**src/rtl/video_pkg.sv**
```systemverilog
// Shared raster types and constants: 640x480@60 default timing, counter width, RGB struct and bar colours.
package video_pkg;

    localparam int unsigned CntW   = 10;
    localparam int unsigned CntMax = 1 << CntW;

    localparam int unsigned DefColActive = 640;
    localparam int unsigned DefColFront  = 16;
    localparam int unsigned DefColSync   = 96;
    localparam int unsigned DefColBack   = 48;
    localparam int unsigned DefRowActive = 480;
    localparam int unsigned DefRowFront  = 10;
    localparam int unsigned DefRowSync   = 2;
    localparam int unsigned DefRowBack   = 33;

    typedef struct packed {
        logic [7:0] r;
        logic [7:0] g;
        logic [7:0] b;
    } rgb_t;

    // White, yellow, cyan, green, magenta, red, blue, black
    localparam rgb_t BarRgb [8] = '{
        24'hFFFFFF, 24'hFFFF00, 24'h00FFFF, 24'h00FF00,
        24'hFF00FF, 24'hFF0000, 24'h0000FF, 24'h000000
    };

endpackage

```
**src/rtl/test_pattern_gen.sv**
```systemverilog
// Registered RGB test pattern (colour bars or 32x32 checker) for the pixel at col_i/row_i.
// One cycle latency, matching the sync decode registers in the top; no backpressure.
module test_pattern_gen
    import video_pkg::*;
#(
    parameter int unsigned NumColActive = DefColActive
) (
    input  logic            clk_i,
    input  logic            rst_ni,
    input  logic [CntW-1:0] col_i,
    input  logic [CntW-1:0] row_i,
    input  logic            de_i,
    input  logic            line_end_i,
    input  logic            pat_sel_i,
    output logic [23:0]     rgb_o
);

    localparam logic [CntW-1:0] BarLast = CntW'(NumColActive / 8 - 1);

    logic [CntW-1:0] bar_cnt_q, bar_cnt_d;
    logic [2:0]      bar_idx_q, bar_idx_d;
    rgb_t            rgb_q, rgb_d;

    // Bar state always describes col_i; bar 7 absorbs any remainder columns.
    always_comb begin
        bar_cnt_d = bar_cnt_q;
        bar_idx_d = bar_idx_q;
        if (line_end_i) begin
            bar_cnt_d = '0;
            bar_idx_d = '0;
        end else if (bar_idx_q != 3'd7) begin
            if (bar_cnt_q == BarLast) begin
                bar_cnt_d = '0;
                bar_idx_d = bar_idx_q + 3'd1;
            end else begin
                bar_cnt_d = bar_cnt_q + CntW'(1);
            end
        end
    end

    always_comb begin
        rgb_d = '0;
        if (de_i) begin
            if (pat_sel_i) begin
                rgb_d = (col_i[5] ^ row_i[5]) ? 24'hFFFFFF : 24'h000000;
            end else begin
                rgb_d = BarRgb[bar_idx_q];
            end
        end
    end

    always_ff @(posedge clk_i or negedge rst_ni) begin
        if (!rst_ni) begin
            bar_cnt_q <= '0;
            bar_idx_q <= '0;
            rgb_q     <= '0;
        end else begin
            bar_cnt_q <= bar_cnt_d;
            bar_idx_q <= bar_idx_d;
            rgb_q     <= rgb_d;
        end
    end

    assign rgb_o = rgb_q;

endmodule

```
**src/rtl/video_timing_sync.sv**
```systemverilog
// Raster timing generator: DE, H/V sync, coordinates, frame start and RGB test pattern.
// All outputs registered one cycle after the col/row counters; free-running, no backpressure.
module video_timing_sync
    import video_pkg::*;
#(
    parameter int unsigned NumColActive    = DefColActive,
    parameter int unsigned NumColFront     = DefColFront,
    parameter int unsigned NumColSync      = DefColSync,
    parameter int unsigned NumColBack      = DefColBack,
    parameter int unsigned NumRowActive    = DefRowActive,
    parameter int unsigned NumRowFront     = DefRowFront,
    parameter int unsigned NumRowSync      = DefRowSync,
    parameter int unsigned NumRowBack      = DefRowBack,
    parameter logic        HSyncActiveHigh = 1'b0,
    parameter logic        VSyncActiveHigh = 1'b0
) (
    input  logic            clk_i,
    input  logic            rst_ni,
    input  logic            pat_sel_i,
    output logic            de_o,
    output logic            hsync_o,
    output logic            vsync_o,
    output logic [CntW-1:0] col_o,
    output logic [CntW-1:0] row_o,
    output logic            frame_start_o,
    output logic [23:0]     rgb_o
);

    localparam int unsigned ColTotal = NumColActive + NumColFront + NumColSync + NumColBack;
    localparam int unsigned RowTotal = NumRowActive + NumRowFront + NumRowSync + NumRowBack;
    localparam int unsigned HsStart  = NumColActive + NumColFront;
    localparam int unsigned HsEnd    = HsStart + NumColSync;
    localparam int unsigned VsStart  = NumRowActive + NumRowFront;
    localparam int unsigned VsEnd    = VsStart + NumRowSync;
    localparam logic [CntW-1:0] ColLast = CntW'(ColTotal - 1);
    localparam logic [CntW-1:0] RowLast = CntW'(RowTotal - 1);

    if (ColTotal > CntMax || RowTotal > CntMax || NumColActive < 8) begin : g_size_check
        $error("video_timing_sync: raster totals exceed counter range or active width below 8");
    end

    logic [CntW-1:0] col_q, col_d, row_q, row_d;
    logic [CntW-1:0] col_out_q, row_out_q;
    logic            de_q, hsync_q, vsync_q, fs_q;
    logic            line_end, frame_end;
    logic            de_d, hs_on, vs_on;

    assign line_end  = (col_q == ColLast);
    assign frame_end = (row_q == RowLast);

    always_comb begin
        col_d = col_q + CntW'(1);
        row_d = row_q;
        if (line_end) begin
            col_d = '0;
            row_d = frame_end ? '0 : row_q + CntW'(1);
        end
    end

    assign de_d  = (32'(col_q) < NumColActive) && (32'(row_q) < NumRowActive);
    assign hs_on = (32'(col_q) >= HsStart) && (32'(col_q) < HsEnd);
    assign vs_on = (32'(row_q) >= VsStart) && (32'(row_q) < VsEnd);

    always_ff @(posedge clk_i or negedge rst_ni) begin
        if (!rst_ni) begin
            col_q     <= '0;
            row_q     <= '0;
            col_out_q <= '0;
            row_out_q <= '0;
            de_q      <= 1'b0;
            hsync_q   <= ~HSyncActiveHigh;
            vsync_q   <= ~VSyncActiveHigh;
            fs_q      <= 1'b0;
        end else begin
            col_q     <= col_d;
            row_q     <= row_d;
            col_out_q <= col_q;
            row_out_q <= row_q;
            de_q      <= de_d;
            hsync_q   <= hs_on ? HSyncActiveHigh : ~HSyncActiveHigh;
            vsync_q   <= vs_on ? VSyncActiveHigh : ~VSyncActiveHigh;
            fs_q      <= (col_q == '0) && (row_q == '0);
        end
    end

    test_pattern_gen #(
        .NumColActive(NumColActive)
    ) u_pattern (
        .clk_i     (clk_i),
        .rst_ni    (rst_ni),
        .col_i     (col_q),
        .row_i     (row_q),
        .de_i      (de_d),
        .line_end_i(line_end),
        .pat_sel_i (pat_sel_i),
        .rgb_o     (rgb_o)
    );

    assign de_o          = de_q;
    assign hsync_o       = hsync_q;
    assign vsync_o       = vsync_q;
    assign col_o         = col_out_q;
    assign row_o         = row_out_q;
    assign frame_start_o = fs_q;

endmodule

```
**config.mk**
```make
export PLATFORM = sky130hd
export DESIGN_NAME = video_timing_sync
export DESIGN_NICKNAME = d
export VERILOG_FILES = /design/src/rtl/video_pkg.sv /design/src/rtl/test_pattern_gen.sv /design/src/rtl/video_timing_sync.sv
export SDC_FILE = /design/constraint.sdc
export NUM_CORES = 1
export LEC_CHECK = 0
export ABC_AREA = 0
export ABC_CLOCK_PERIOD_IN_PS = 2650
export CAP_MARGIN = 10
export CORE_MARGIN = 5
export CORE_UTILIZATION = 51
export CTS_BUF_LIST = sky130_fd_sc_hd__clkbuf_4 sky130_fd_sc_hd__clkbuf_8 sky130_fd_sc_hd__clkbuf_16
export CTS_CLUSTER_SIZE = 14
export DETAILED_ROUTE_END_ITERATION = 10
export PLACE_DENSITY = 0.9
export SYNTH_ARGS = -nofsm -noshare
export SYNTH_HDL_FRONTEND = slang
export SYNTH_SLANG_ARGS = --single-unit
```
**constraint.sdc**
```tcl
create_clock -name clk_i -period 2.65 [get_ports clk_i]
set_input_delay 0.6625 -clock clk_i [delete_from_list [all_inputs] [get_ports clk_i]]
set_output_delay 0.6625 -clock clk_i [all_outputs]
set_load 0.005 [all_outputs]
```
-- Word-level counts from Yosys, hierarchy flattened
Memories as Yosys holds them, arrays and structs flattened.
Index checks and enable logic that the tools add are counted.
- bitwise logic cells: 2
- order comparisons: 7
- multiplexer cells: 15
- add/sub/neg operators: 4
- equal/unequal tests: 4
- reductions and logical operators: 9
- operators with widths (cell ; count):
    24-bit 2-to-1 mux ; 5
    10-bit 2-to-1 mux ; 5
    10-bit by 1-bit adder with 10-bit output (second input constant) ; 3
    10-bit equality test (second input constant) ; 2
    10-bit logical NOT ; 2
    10-bit less-than comparator (second input constant) ; 2
    10-bit by 9-bit less-than comparator with 1-bit output (second input constant) ; 2
    10-bit by 7-bit equality test with 1-bit output (second input constant) ; 1
    10-bit >= comparator (second input constant) ; 1
    10-bit by 9-bit >= comparator with 1-bit output (second input constant) ; 1
    3-bit 2-to-1 mux ; 3
    4-bit >= comparator (second input constant) ; 1
    1-bit logical AND ; 4
    3-bit NOT with 4-bit output ; 1
    2-bit nonzero test ; 2
    3-bit by 1-bit adder with 3-bit output (second input constant) ; 1
    3-bit != test (second input constant) ; 1
    1-bit 2-to-1 mux ; 2
    2-bit AND reduction ; 1
    1-bit bitwise XOR ; 1
- memory bits (read-only): 192
- memories: 1
- bits of input ports: 3
- register bits after elaboration: 81
- output and inout bits: 48
- memories (name ; depth ; width ; read ports ; clocked after Yosys merged registers in ; wr ports ; RTL line ; source):
    (no name shown) ; 8 ; 24 ; 1 ; 0 ; 0 ; test_pattern_gen.sv:47 ; rgb_d = BarRgb[bar_idx_q];

-- Logic depth before layout (Yosys ltp)
- word-level depth: 6
- depth in mapped cells: 6

-- Cells and area by module
Synthesis repeated with hierarchy kept, for this count alone.
- cells, all modules: 231
- area total of the unflattened synthesis: 2680.1 µm²
- modules (own cells, without submodules) (module ; sequential area each (µm²) ; area each (µm²) ; cells an instance ; times used):
    video_timing_sync ; 1103.6 ; 1739.2 ; 137 ; 1
    test_pattern_gen ; 400.4 ; 940.9 ; 94 ; 1

-- Least setup slack after synthesis
Ideal clock, no wire load.
- path type: register -> register
- start point: register col_q[5]
- end point: register row_q[9]
- library setup time: 0.087 ns
- cell stages (with the launch flop): 7
- clock period less this slack: 2.166 ns
- data required time: 2.563 ns
- slack: 0.484 ns
- path buffers: 2
- arrival: 2.079 ns
- path through: dfrtp_1 > buf_6 > or4b_4 > or3_1 > buf_2 > or4_1 > a22oi_1
- longest elaborated chain between the ends: 1
- ends and longest elaborated chain (element ; RTL line ; source):
    start: declaration ; video_timing_sync.sv:42 ; logic [CntW-1:0] col_q, col_d, row_q, row_d;
    start signal: assignment ; video_timing_sync.sv:75 ; col_q <= col_d;
    10-bit equality test ; video_timing_sync.sv:48 ; assign line_end = (col_q == ColLast);
    end signal: assignment ; video_timing_sync.sv:76 ; row_q <= row_d;
    end: declaration ; video_timing_sync.sv:42 ;
No other way between the ends.
A chain may end at the register's enable or synchronous reset.

-- Worst setup path in the final report
Same ends and word-level chain as after synthesis.

==> results.cfg <==
[clocking]
holdBufCountCts = 0
clock_sinks = 60
worstSkewPairLatency_ns = 0.34
postCtsSetupRepairBufs = 0
root_buffer = clkbuf_8
cts.repair.resized = 0
clk_pin_slew_ns = 0.06
htreeDepth = 3
cts_buffer_depth = 2
cts_tree = built
cts-buffers-inserted = 9

[global_route]
antenna_found_initial = 0
gr-total-overflow = 0
grt-busiest-layer = met2
grt_usage = 0.172
grt_max_degree = 25
met1_usage = 0.199
grt_pass1_wl_mm = 8.44
met2_usage = 0.275
grt_pass1_vias = 1843
grtUsageMet3 = 0.0515

[synthesis]
synthMuxAreaShare = 0
netlist_instances = 235
synthesis.area_um2 = 2630
synth_xor_area_frac = 0.0567
syn_nets = 245
synth_area_leaders = dfrtp_1, buf_4, xnor2_1
synth.largest_area_cell = dfrtp_1
synth-simple-area-share = 0.186
synth_common_cells = dfrtp_1, buf_4, nor2_1, nand2_1
seq_area_frac_synth = 0.573
yosys_warnings = 0
synth-seq-cells = 60
syn_avg_cell_area_um2 = 11.2
netlist-cell-type-count = 41
synthArstFlopShare = 1.00
synth_ff_type = dfrtp_1
synth_top_area_share = 0.553
synth_edf_count = 0
yosysMostFrequentCell = dfrtp_1
synth_top_family_by_area = simple AND/OR/NAND/NOR gates
yosys.area_share.adder = 0.0334
synth_compound_area_frac = 0.0672

[worst_setup_path]
arrival_ns = 2.39
slowest_stage = or4b_4
crit_family = simple AND/OR/NAND/NOR gates
critPathLaunchType = register
worstPathMaxFanout = 9
worst-path-buf-inv = 0
path_cells = or4b_4 > or3_1 > or4_1 > a22oi_1
r2r_setup_slack_ns = 0.52
worstReg2RegEnd = row_q[9]
path_class = reg2reg
reg2reg_from = col_q[5]
r2r_cells = 4
cp-end-kind = register
max_stage_delay_ns = 0.60
worst_ep_required_time_ns = 2.91

[timing]
fin_crit_ns = 2.13
maxSlewHeadroom = 0.647
max_freq_mhz = 469
final_hold_viol_count = 0
finalSetupTns_ns = 0
rsz0062_at_grt = false
setup_viol = 0
clock_skew_ns = 0.0115
tightest_slew_ns = 0.530
report.final.slew_viol_count = 0
finalCritPeriodShare = 0.805

[floorplan]
row_count = 26
initial_core_util = 0.521
die_y_um = 81.7
die_w_um = 81.7
core_area_um2 = 5040
io_pins = 51
die_area_um2 = 6680

[detailed_routing]
ant_nets = 0
drt_iter0_markers = 104
dr.pass1.iters = 4
avgViaCountPerCell = 5.43
route.detailed.drc = 0
num_vias = 1891
wl_per_cell_um = 15.1
wl_mm = 5.25

[final_layout]
diodes = 0
num-nets-final = 284
post-route-cell-area_um2 = 3240
final_cells = 348
area.sequential_um2 = 1500
fillCellCount = 374
area_growth_syn_to_layout_pct = 23.5
multi_input_area_um2 = 906
final_core_util = 0.643
drive_gt1_frac = 0.104

[worst_hold_path]
hold_path.class = in2async

[power_and_ir_drop]
powerDensity_nw_per_um2 = 520
p_switching_w = 0.000349
leakagePower_nw = 1.47
switching_share = 0.207
seqPwrFrac = 0.543
vdd_drop_max_mv = 0.271
power_frac_clock = 0.444
combPwrFrac = 0.013
p_int_w = 0.00134

[place]
finalWeightedCongestion = 0.837
placed_area_um2 = 3060
io_buffers = 50
dp_hpwl_mm = 3.83
dp.cells = 333

[job]
cap_violations = 0

[outcome]
outcome = finished, final reports clean
==> cell usage in the layout (no fill, tap or decap), types with 2 or more instances in the layout <==
cell type        instances
ha_1                     7
nand2_1                 13
nand4_1                  6
clkinv_2                 2
and3_1                   8
dfstp_2                  2
o31ai_1                  2
and4_1                   3
nor2_1                  17
clkdlybuf4s50_1         49
nor4_1                   4
or4_1                    3
xor2_1                   5
or3_1                    3
nor4b_1                  3
nor3_1                   3
xnor2_1                 12
nand3_1                 12
o21a_1                   2
or2_2                    2
o21ai_0                 11
buf_4                    5
inv_1                    8
a21oi_1                  7
a21o_1                   2
clkbuf_8                12
nor2b_1                  2
dfrtp_1                 58
==> how the worst max path moves through the flow <==
stage | start | end | slack (ns) | depth (start not counted)
final | col_q[5] | row_q[9] | 0.52 | 4
after CTS | col_q[5] | row_q[9] | 0.53 | 4
after detailed placement | col_q[5] | row_q[9] | 0.57 | 4
after floorplan | col_q[5] | row_q[9] | 0.48 | 6
after global routing | u_pattern.bar_idx_q[0] | u_pattern.bar_idx_q[2] | 0.42 | 7
after global placement | col_q[5] | row_q[9] | 0.59 | 4
==> through the flow <==
step	setup WS (ns)	hold slack, ns	total power, W
6_report	0.518	0.300	0.00169
5_1_grt	0.419	0.338	0.00174
4_1_cts	0.527	0.305	0.00170
3_5_place_dp	0.565	0.441	0.000956
3_3_place_gp	0.586	0.437	0.000955
2_1_floorplan	0.484	0.349	0.000934
==> cells by family after synthesis <==
family / count (synthesis)
compound gates: 29
xor+xnor: 17
fa+ha+maj: 7
buf+inv: 35
flops: 60
simple gates: 87
==> flip-flops by register name (all words and copies together), names as in the netlist <==
register	count
col_o	10
col_q	10
row_o	10
row_q	10
u_pattern.bar_cnt_q	10
u_pattern.bar_idx_q	3
u_pattern.rgb_o	3
de_o	1
frame_start_o	1
hsync_o	1
vsync_o	1
==> routing by layer <==
metal,share of wire,vias to the layer above
li1,-,880
met1,0.41,917
met2,0.48,78
met3,0.077,16
met4,0.031,0
met5,0,-
==> cell type report <==
class	instances	area share
sequential	60	0.464
multi-input combinational	140	0.279
timing repair buffer	55	0.164
tap	70	0.0270
inverter	8	0.00926
clock buffer	13	0.0532
clock inverter	2	0.00309
==> power groups by stage <==
stage	Clock [W]	Combinational, W	Sequential [W]
floorplan	0	0.000000704	0.000933
global placement	0	0.0000223	0.000933
detailed placement	0	0.0000233	0.000933
CTS	0.000756	0.0000233	0.000916
global route	0.000797	0.0000267	0.000916
finish	0.000749	0.0000219	0.000916
Note: power is estimated with default switching activity, not from simulation.
